[config.mk]
export PLATFORM = sky130hd
export DESIGN_NAME = spi_slave_flat
export DESIGN_NICKNAME = d
export VERILOG_FILES = /design/src/rtl/spi_slave_pkg.sv /design/src/rtl/spi_slave_if.sv /design/src/rtl/spi_sync_edge.sv /design/src/rtl/spi_slave.sv /design/src/flat_wrapper.sv
export SDC_FILE = /design/constraint.sdc
export NUM_CORES = 1
export LEC_CHECK = 0
export ABC_AREA = 0
export ABC_CLOCK_PERIOD_IN_PS = 2400
export CAP_MARGIN = 20
export CORE_UTILIZATION = 50
export DETAILED_ROUTE_END_ITERATION = 8
export GPL_ROUTABILITY_DRIVEN = 0
export GPL_TIMING_DRIVEN = 0
export MAX_ROUTING_LAYER = met4
export PLACE_DENSITY_LB_ADDON = 0.08
export SKIP_LAST_GASP = 1
export SLEW_MARGIN = 20
export SYNTH_ARGS = -nofsm -noshare
export SYNTH_HDL_FRONTEND = slang
export SYNTH_HIERARCHICAL = 1
export SYNTH_SLANG_ARGS = --single-unit
[constraint.sdc]
create_clock -name clk -period 2.4 [get_ports clk]
set_clock_uncertainty 0.1 [all_clocks]
set_input_delay 0.24 -clock clk [delete_from_list [all_inputs] [get_ports clk]]
set_output_delay 0.24 -clock clk [all_outputs]
set_load 0.02 [all_outputs]
[src/rtl/spi_slave_pkg.sv]
// Shared types and constants for the SPI responder.
// Mode constants are packed as {cpol, cpha}.
package spi_slave_pkg;

    localparam int unsigned DEFAULT_DATA_WIDTH = 8;

    localparam logic [1:0] SPI_MODE0 = 2'b00;
    localparam logic [1:0] SPI_MODE1 = 2'b01;
    localparam logic [1:0] SPI_MODE2 = 2'b10;
    localparam logic [1:0] SPI_MODE3 = 2'b11;

    typedef enum logic {
        StIdle,
        StXfer
    } state_t;

endpackage

[src/rtl/spi_slave_if.sv]
// Pad-side and client-side signals of the SPI responder, grouped into one bundle.
// The slave modport is the responder's view; the master modport is the pads/client view.
interface spi_slave_if #(
    parameter int unsigned DATA_WIDTH = spi_slave_pkg::DEFAULT_DATA_WIDTH
);
    logic [DATA_WIDTH-1:0] din;
    logic                  tx_wr;
    logic                  tx_empty;
    logic [DATA_WIDTH-1:0] dout;
    logic                  rx_done_tick;
    logic                  tx_underrun_tick;
    logic                  busy;
    logic                  cpol;
    logic                  cpha;
    logic                  sclk;
    logic                  ss_n;
    logic                  mosi;
    logic                  miso;
    logic                  miso_oe;

    modport slave (
        input  din, tx_wr, cpol, cpha, sclk, ss_n, mosi,
        output tx_empty, dout, rx_done_tick, tx_underrun_tick, busy, miso, miso_oe
    );

    modport master (
        output din, tx_wr, cpol, cpha, sclk, ss_n, mosi,
        input  tx_empty, dout, rx_done_tick, tx_underrun_tick, busy, miso, miso_oe
    );

endinterface

[src/rtl/spi_sync_edge.sv]
// Multi-flop pin synchronizer with rise/fall detection against one history flop.
module spi_sync_edge #(
    parameter int unsigned STAGES    = 2,
    parameter logic        RESET_VAL = 1'b0
) (
    input  logic clk,
    input  logic reset,
    input  logic d,
    output logic q,
    output logic rise,
    output logic fall
);

    logic [STAGES-1:0] sync_q;
    logic              hist_q;

    always_ff @(posedge clk or posedge reset) begin
        if (reset) begin
            sync_q <= {STAGES{RESET_VAL}};
            hist_q <= RESET_VAL;
        end else begin
            sync_q <= {sync_q[STAGES-2:0], d};
            hist_q <= sync_q[STAGES-1];
        end
    end

    assign q    = sync_q[STAGES-1];
    assign rise = q & ~hist_q;
    assign fall = ~q & hist_q;

endmodule

[src/rtl/spi_slave.sv]
// SPI responder: oversamples sclk/ss_n/mosi on clk, shifts a word in from mosi while
// shifting the buffered transmit word out on miso, in any cpol/cpha mode.
module spi_slave
    import spi_slave_pkg::*;
#(
    parameter int unsigned DATA_WIDTH  = DEFAULT_DATA_WIDTH,
    parameter int unsigned SYNC_STAGES = 2
) (
    input  logic        clk,
    input  logic        reset,
    spi_slave_if.slave  bus
);

    localparam int unsigned CNT_W = $clog2(DATA_WIDTH);
    localparam logic [CNT_W-1:0] LAST_BIT = CNT_W'(DATA_WIDTH - 1);

    logic sclk_rise, sclk_fall, sclk_unused_q;
    logic ss_q, ss_fall, ss_edge_unused_rise;
    logic mosi_q;
    logic [1:0] mosi_edge_unused;

    spi_sync_edge #(.STAGES(SYNC_STAGES), .RESET_VAL(1'b0)) u_sync_sclk (
        .clk(clk), .reset(reset), .d(bus.sclk),
        .q(sclk_unused_q), .rise(sclk_rise), .fall(sclk_fall)
    );

    spi_sync_edge #(.STAGES(SYNC_STAGES), .RESET_VAL(1'b1)) u_sync_ss (
        .clk(clk), .reset(reset), .d(bus.ss_n),
        .q(ss_q), .rise(ss_edge_unused_rise), .fall(ss_fall)
    );

    spi_sync_edge #(.STAGES(SYNC_STAGES), .RESET_VAL(1'b0)) u_sync_mosi (
        .clk(clk), .reset(reset), .d(bus.mosi),
        .q(mosi_q), .rise(mosi_edge_unused[1]), .fall(mosi_edge_unused[0])
    );

    state_t                state_q, state_d;
    logic [CNT_W-1:0]      bit_cnt_q, bit_cnt_d;
    logic [DATA_WIDTH-1:0] shift_in_q, shift_in_d;
    logic [DATA_WIDTH-1:0] shift_out_q, shift_out_d;
    logic [DATA_WIDTH-1:0] tx_buf_q, tx_buf_d;
    logic [DATA_WIDTH-1:0] dout_q, dout_d;
    logic                  tx_empty_q, tx_empty_d;
    logic                  done_seen_q, done_seen_d;
    logic                  mode_cpol_q, mode_cpol_d;
    logic                  mode_cpha_q, mode_cpha_d;
    logic                  rx_tick_q, rx_tick_d;
    logic                  under_tick_q, under_tick_d;
    logic                  leading, trailing, sample_edge, shift_edge, load;

    // Edges are classified with the mode latched at frame start, not the live pins.
    assign leading     = mode_cpol_q ? sclk_fall : sclk_rise;
    assign trailing    = mode_cpol_q ? sclk_rise : sclk_fall;
    assign sample_edge = mode_cpha_q ? trailing : leading;
    assign shift_edge  = mode_cpha_q ? leading : trailing;

    always_ff @(posedge clk or posedge reset) begin
        if (reset) begin
            state_q      <= StIdle;
            bit_cnt_q    <= '0;
            shift_in_q   <= '0;
            shift_out_q  <= '0;
            tx_buf_q     <= '0;
            dout_q       <= '0;
            tx_empty_q   <= 1'b1;
            done_seen_q  <= 1'b0;
            mode_cpol_q  <= 1'b0;
            mode_cpha_q  <= 1'b0;
            rx_tick_q    <= 1'b0;
            under_tick_q <= 1'b0;
        end else begin
            state_q      <= state_d;
            bit_cnt_q    <= bit_cnt_d;
            shift_in_q   <= shift_in_d;
            shift_out_q  <= shift_out_d;
            tx_buf_q     <= tx_buf_d;
            dout_q       <= dout_d;
            tx_empty_q   <= tx_empty_d;
            done_seen_q  <= done_seen_d;
            mode_cpol_q  <= mode_cpol_d;
            mode_cpha_q  <= mode_cpha_d;
            rx_tick_q    <= rx_tick_d;
            under_tick_q <= under_tick_d;
        end
    end

    always_comb begin
        state_d      = state_q;
        bit_cnt_d    = bit_cnt_q;
        shift_in_d   = shift_in_q;
        shift_out_d  = shift_out_q;
        tx_buf_d     = tx_buf_q;
        dout_d       = dout_q;
        tx_empty_d   = tx_empty_q;
        done_seen_d  = done_seen_q;
        mode_cpol_d  = mode_cpol_q;
        mode_cpha_d  = mode_cpha_q;
        rx_tick_d    = 1'b0;
        under_tick_d = 1'b0;
        load         = 1'b0;

        case (state_q)
            StIdle: begin
                if (ss_fall) begin
                    state_d     = StXfer;
                    mode_cpol_d = bus.cpol;
                    mode_cpha_d = bus.cpha;
                    bit_cnt_d   = '0;
                    done_seen_d = 1'b0;
                    load        = 1'b1;
                end
            end
            StXfer: begin
                // Deselect takes priority over any sclk edge seen in the same cycle.
                if (ss_q) begin
                    state_d = StIdle;
                end else if (sample_edge) begin
                    shift_in_d = {shift_in_q[DATA_WIDTH-2:0], mosi_q};
                    if (bit_cnt_q == LAST_BIT) begin
                        dout_d      = shift_in_d;
                        rx_tick_d   = 1'b1;
                        bit_cnt_d   = '0;
                        done_seen_d = 1'b1;
                    end else begin
                        bit_cnt_d = bit_cnt_q + 1'b1;
                    end
                end else if (shift_edge) begin
                    if (bit_cnt_q != '0) begin
                        shift_out_d = {shift_out_q[DATA_WIDTH-2:0], 1'b0};
                    end else if (done_seen_q) begin
                        load = 1'b1;
                    end
                end
            end
            default: state_d = StIdle;
        endcase

        if (load) begin
            shift_out_d  = tx_buf_q;
            tx_empty_d   = 1'b1;
            under_tick_d = tx_empty_q;
        end
        // A write coinciding with a load refills the buffer after the old word was taken.
        if (bus.tx_wr) begin
            tx_buf_d   = bus.din;
            tx_empty_d = 1'b0;
        end
    end

    assign bus.busy             = (state_q == StXfer);
    assign bus.miso_oe          = (state_q == StXfer);
    assign bus.miso             = shift_out_q[DATA_WIDTH-1];
    assign bus.dout             = dout_q;
    assign bus.tx_empty         = tx_empty_q;
    assign bus.rx_done_tick     = rx_tick_q;
    assign bus.tx_underrun_tick = under_tick_q;

endmodule

[src/flat_wrapper.sv]
// flat-port wrapper written by rule: the top's interface ports become plain ports
module spi_slave_flat import spi_slave_pkg::*;
#(
    parameter int unsigned DATA_WIDTH  = DEFAULT_DATA_WIDTH,
    parameter int unsigned SYNC_STAGES = 2
)
  (clk, reset, bus_din, bus_tx_wr, bus_cpol, bus_cpha, bus_sclk, bus_ss_n, bus_mosi, bus_tx_empty, bus_dout, bus_rx_done_tick, bus_tx_underrun_tick, bus_busy, bus_miso, bus_miso_oe);
  spi_slave_if #(.DATA_WIDTH(DATA_WIDTH)) bus_i ();
  input  logic clk;
  input  logic reset;
  input wire logic [$bits(bus_i.din)-1:0] bus_din;
  input wire logic [$bits(bus_i.tx_wr)-1:0] bus_tx_wr;
  input wire logic [$bits(bus_i.cpol)-1:0] bus_cpol;
  input wire logic [$bits(bus_i.cpha)-1:0] bus_cpha;
  input wire logic [$bits(bus_i.sclk)-1:0] bus_sclk;
  input wire logic [$bits(bus_i.ss_n)-1:0] bus_ss_n;
  input wire logic [$bits(bus_i.mosi)-1:0] bus_mosi;
  output wire logic [$bits(bus_i.tx_empty)-1:0] bus_tx_empty;
  output wire logic [$bits(bus_i.dout)-1:0] bus_dout;
  output wire logic [$bits(bus_i.rx_done_tick)-1:0] bus_rx_done_tick;
  output wire logic [$bits(bus_i.tx_underrun_tick)-1:0] bus_tx_underrun_tick;
  output wire logic [$bits(bus_i.busy)-1:0] bus_busy;
  output wire logic [$bits(bus_i.miso)-1:0] bus_miso;
  output wire logic [$bits(bus_i.miso_oe)-1:0] bus_miso_oe;
  assign bus_i.din = bus_din;
  assign bus_i.tx_wr = bus_tx_wr;
  assign bus_i.cpol = bus_cpol;
  assign bus_i.cpha = bus_cpha;
  assign bus_i.sclk = bus_sclk;
  assign bus_i.ss_n = bus_ss_n;
  assign bus_i.mosi = bus_mosi;
  assign bus_tx_empty = bus_i.tx_empty;
  assign bus_dout = bus_i.dout;
  assign bus_rx_done_tick = bus_i.rx_done_tick;
  assign bus_tx_underrun_tick = bus_i.tx_underrun_tick;
  assign bus_busy = bus_i.busy;
  assign bus_miso = bus_i.miso;
  assign bus_miso_oe = bus_i.miso_oe;
  spi_slave #(.DATA_WIDTH(DATA_WIDTH), .SYNC_STAGES(SYNC_STAGES)) u_core (.clk(clk), .reset(reset), .bus(bus_i));
endmodule
## After elaboration in Yosys (flattened, before gate mapping)

Index checks and enable logic that the tools add are counted.

- Word-level logic and storage cells: 79
- Register bits: 49
- Output and inout bits: 14
- Input port bits: 16

- Equality and inequality tests: 7
- Muxes and demuxes: 36
- Reductions and logical operators: 11
- Bitwise gates (word level): 7
- Add/subtract/negate cells: 1

Operator list:

| operator | number |
|---|---|
| $mux W8 | 6 |
| $mux W1 | 22 |
| $mux W3 | 4 |
| $ne A2 B2 Y1 const B | 4 |
| $reduce_and A4 Y1 | 2 |
| $reduce_bool A2 Y1 | 4 |
| $pmux W1 S2 | 3 |
| $pmux W3 S2 | 1 |
| $reduce_and A3 Y1 | 2 |
| $reduce_and A5 Y1 | 1 |
| $ne A2 B1 Y1 const B | 2 |
| $not A1 Y1 | 4 |
| $add A3 B1 Y3 const B | 1 |
| $and A1 B1 Y1 | 3 |
| $eq A3 B3 Y1 const B | 1 |
| $reduce_bool A3 Y1 | 1 |
| $reduce_and A2 Y1 | 1 |

## Depth between registers and ports, before layout

- Depth after elaboration: 10
- Mapped depth: 6
- Gate-level depth less buffers: 6

## Hierarchy

Netlist, hierarchy kept.

By module, submodules not included:

| module | instances | seq. area each (sq um) | cells each | area each (sq um) |
|---|---|---|---|---|
| spi_slave | 1 | 1027.2 | 144 | 1725.4 |
| spi_sync_edge at u_core.u_sync_mosi ... | 2 | 75.1 | 6 | 93.8 |
| spi_sync_edge at u_core.u_sync_ss | 1 | 78.8 | 6 | 97.6 |

## Worst setup path before layout

Ideal clock, no wire load.

- Path kind: register to register
- Start point: register u_core.mode_cpol_q
- End point: register u_core.shift_out_q[1]
- Clock period less this slack: 1812 ps
- Arrival: 1600 ps
- Path buffers: 1
- Path slack: 588 ps
- Stages on the path, launching flop included: 6
- Data required time: 2189 ps
- Library setup time: 111 ps
- Cells stage by stage: dfrtp_1 xnor2_1 mux2_4 a31o_1 buf_6 a222oi_1

- Word-level cells in the longest chain between the ends: 8
- Elaborated cells on any way between the ends: 15
- Classes of those cells: 2 x eq/ne; 9 x mux; 4 x reduce/logical

RTL lines:

| what | line | text |
|---|---|---|
| start: declaration | spi_slave.sv:45 | `logic mode_cpol_q, mode_cpol_d;` |
| start signal: assignment | spi_slave.sv:80 | `mode_cpol_q <= mode_cpol_d;` |
| $mux W1, on equally long branches | spi_slave.sv:53, spi_slave.sv:52 |  |
| $mux W1 | spi_slave.sv:55 | `assign shift_edge = mode_cpha_q ? leading : trailing;` |
| $mux W1 | spi_slave.sv:127 | `end else if (shift_edge) begin` |
| $mux W1 | spi_slave.sv:117 | `end else if (sample_edge) begin` |
| $mux W1 | spi_slave.sv:115 | `if (ss_q) begin` |
| $pmux W1 S2 | spi_slave.sv:102 | `case (state_q)` |
| $ne A2 B2 Y1 (no source line) (tied with other cells) | n/a |  |
| $reduce_and A5 Y1 (no source line) | n/a |  |
| end signal: assignment | spi_slave.sv:75 | `shift_out_q <= shift_out_d;` |
| end: declaration | spi_slave.sv:40 | `logic [DATA_WIDTH-1:0] shift_out_q, shift_out_d;` |

Parallel ways exist; a longest one is shown, timed or not.
A chain may end at the register's enable or synchronous reset.

## Worst setup path in the final report

- Start point: register u_core.mode_cpol_q
- End point: register u_core.dout_q[6] (netlist: u_core/bus.dout[6])

- Word-level cells in the longest chain between the ends: 3
- Elaborated cells on any way between the ends: 4
- Classes of those cells: 3 x mux; 1 x reduce/logical

RTL lines:

| what | line | text |
|---|---|---|
| $mux W1, on equally long branches | spi_slave.sv:52, spi_slave.sv:53 |  |
| $mux W1 (*) | spi_slave.sv:54 | `assign sample_edge = mode_cpha_q ? trailing : leading;` |
| $reduce_and A4 Y1 (no source line) (*) | n/a |  |
| end signal: assignment | spi_slave.sv:77 | `dout_q <= dout_d;` |
| end: declaration | spi_slave.sv:42 | `logic [DATA_WIDTH-1:0] dout_q, dout_d;` |

Every way passes the cells marked *; elsewhere a longest branch is shown, timed or not.

==> results.toml <==
[outcome]
status = "finished clean"

[routing]
drc = 0
drt_iter0_markers = 110
num_vias = 1225
wl_per_cell_um = 12.8
dr.pass1.iters = 8
viasPerCell = 5.02
ant_nets = 0
drt_wl_total_mm = 3.12

[pwr]
ir_drop_mv = 0.463
leakage_nw = 1.15
switching_share = 0.247
clkPwrFrac = 0.265
seqPwrFrac = 0.579
combPwrFrac = 0.156
p_switching_mw = 0.418
p_int_mw = 1.27
power_density_nw_per_um2 = 697

[timing]
drv_slew = 0
fin_tns_setup_ns = 0
worst_pin_slew_ns = 0.490
finalHoldViolCount = 0
min_period_over_period = 0.814
min_period_ns = 1.95
clock.fmax_mhz = 512
slew_headroom = 0.673
rsz0062_at_grt = "false"
setup_violations = 0

[critical_path]
startpoint_type = "flop"
r2r-start = "u_core/mode_cpol_q"
worstRegToRegCells = 5
required_ns = 2.48
worstPathMaxFanout = 10
timing.rr.end = "u_core/bus.dout[6]"
critPathKind = "flop to flop"
rrSetupSlack_ns = 0.45
cp.arrival_ns = 2.03
endpoint_kind = "flop"

[cells_and_area]
drive_gt1_frac = 0.189
multiInputGateArea_um2 = 623
seq_area_um2 = 1230
final_common_cell = "dfrtp_1"
fin_nets = 214
stdcell_area_um2 = 2430
antenna_cells = 0
final_cell_mix = "dfrtp_1, clkdlybuf4s50_1, inv_1, mux2_2, nand2_1"
nFillCells = 295
synthToLayoutAreaGrowth_pct = 23.5

[clock_network]
ctsHoldBuffers = 0
cts_sinks = 49
cts_root_buffer = "clkbuf_8"
h-tree-depth = 2
ctsResizeCount = 0
numCtsBuffers = 5
path_clk_slew_ns = 0.08
cts_setup_buffers = 0
cts.path.max_buffers = 2
clk_latency_ns = 0.29
cts_tree = "yes"

[floorplan]
die_w_um = 64.7
start_util = 0.529
dieArea_um2 = 4180
die_h_um = 64.7
rows = 22
core-area_um2 = 3720
io_pins = 30

[placement]
place_area_um2 = 2340
dp_hpwl_mm = 2.35
io_buffers = 29

[grt]
grt_pass1_vias = 1280
grt_max_degree = 24
overflow = 0
antenna_found_initial = 0
grt_pass1_wl_mm = 5.60
grt_use_total = 0.184

[synth]
netlist_instances = 158
ys_warn_count = 6
syn_nets = 177
syn_area_per_cell_um2 = 12.4
synth_area_um2 = 1960

[min_path]
worstHoldPathType = "input port to asynchronous set/reset pin"

[run]
max_cap_viol_count = 0
## layout make-up
| class | instances | share of cell area |
|---|---|---|
| flip-flops and latches | 49 | 0.507 |
| multi-input cells | 83 | 0.257 |
| repair buffers | 30 | 0.131 |
| inverters | 21 | 0.0325 |
| clock buffers | 7 | 0.0315 |
| well taps | 48 | 0.0248 |
| plain buffers | 5 | 0.0129 |
| clock inverters | 1 | 0.00309 |
## worst max path at each step
stage | cells past startpoint | from | to | slack [ns]
finish | 5 | u_core/mode_cpol_q | u_core/bus.dout[6] | 0.45
global route | 5 | u_core/mode_cpol_q | u_core/bus.dout[3] | 0.28
CTS | 5 | u_core/mode_cpol_q | u_core/bus.dout[6] | 0.41
detailed placement | 5 | u_core/mode_cpol_q | u_core/bus.dout[6] | 0.43
global placement | 2 | reset | u_core/tx_buf_q[1] | 0.24
floorplan | 5 | u_core/mode_cpol_q | u_core/shift_out_q[1] | 0.59
## power groups by stage
stage | registers, mW | clock network (mW) | logic, mW
2_1_floorplan | 0.991 | 0 | 0.177
3_3_place_gp | 0.992 | 0 | 0.253
3_5_place_dp | 0.997 | 0 | 0.269
4_1_cts | 0.979 | 0.465 | 0.271
5_1_grt | 0.994 | 0.504 | 0.301
6_report | 0.979 | 0.448 | 0.264
## registers in the layout (all words and copies together), names as in the netlist, 2 cells and up
signal	cells
u_core/bus.dout	8
u_core/bit_cnt_q	3
u_core/u_sync_ss/sync_q	2
u_core/u_sync_mosi/sync_q	2
u_core/u_sync_sclk/sync_q	2
u_core/shift_out_q	8
u_core/shift_in_q	7
u_core/tx_buf_q	8
## through the flow
step | util | hold WS (ns) | power, mW | setup WS (ns) | std cells
floorplan | - | -0.119 | 1.17 | 0.588 | 158
global placement | 0.623 | 0.234 | 1.25 | 0.240 | 235
detailed placement | 0.630 | 0.246 | 1.27 | 0.428 | 236
CTS | 0.653 | 0.0850 | 1.71 | 0.413 | 244
global route | 0.653 | 0.116 | 1.80 | 0.283 | 244
finish | 0.653 | 0.0889 | 1.69 | 0.445 | 244
## per-layer routing
layer / wire [um] / global-route usage / vias to the layer above / part of all wire
met5: 0 / - / - / 0
met4: 34 / 0.0667 / 0 / 0.011
met3: 130 / 0.0528 / 5 / 0.042
met2: 1580 / 0.300 / 28 / 0.51
met1: 1380 / 0.219 / 592 / 0.44
li1: - / - / 600 / -
## worst max-delay path: stages (launching register included)
cell	delay [ns]
dfrtp_1	0.40
xnor2_1	0.29
mux2i_1	0.20
nor3b_1	0.21
buf_2	0.27
mux2_2	0.37
Note: power is estimated with default switching activity, not from simulation.
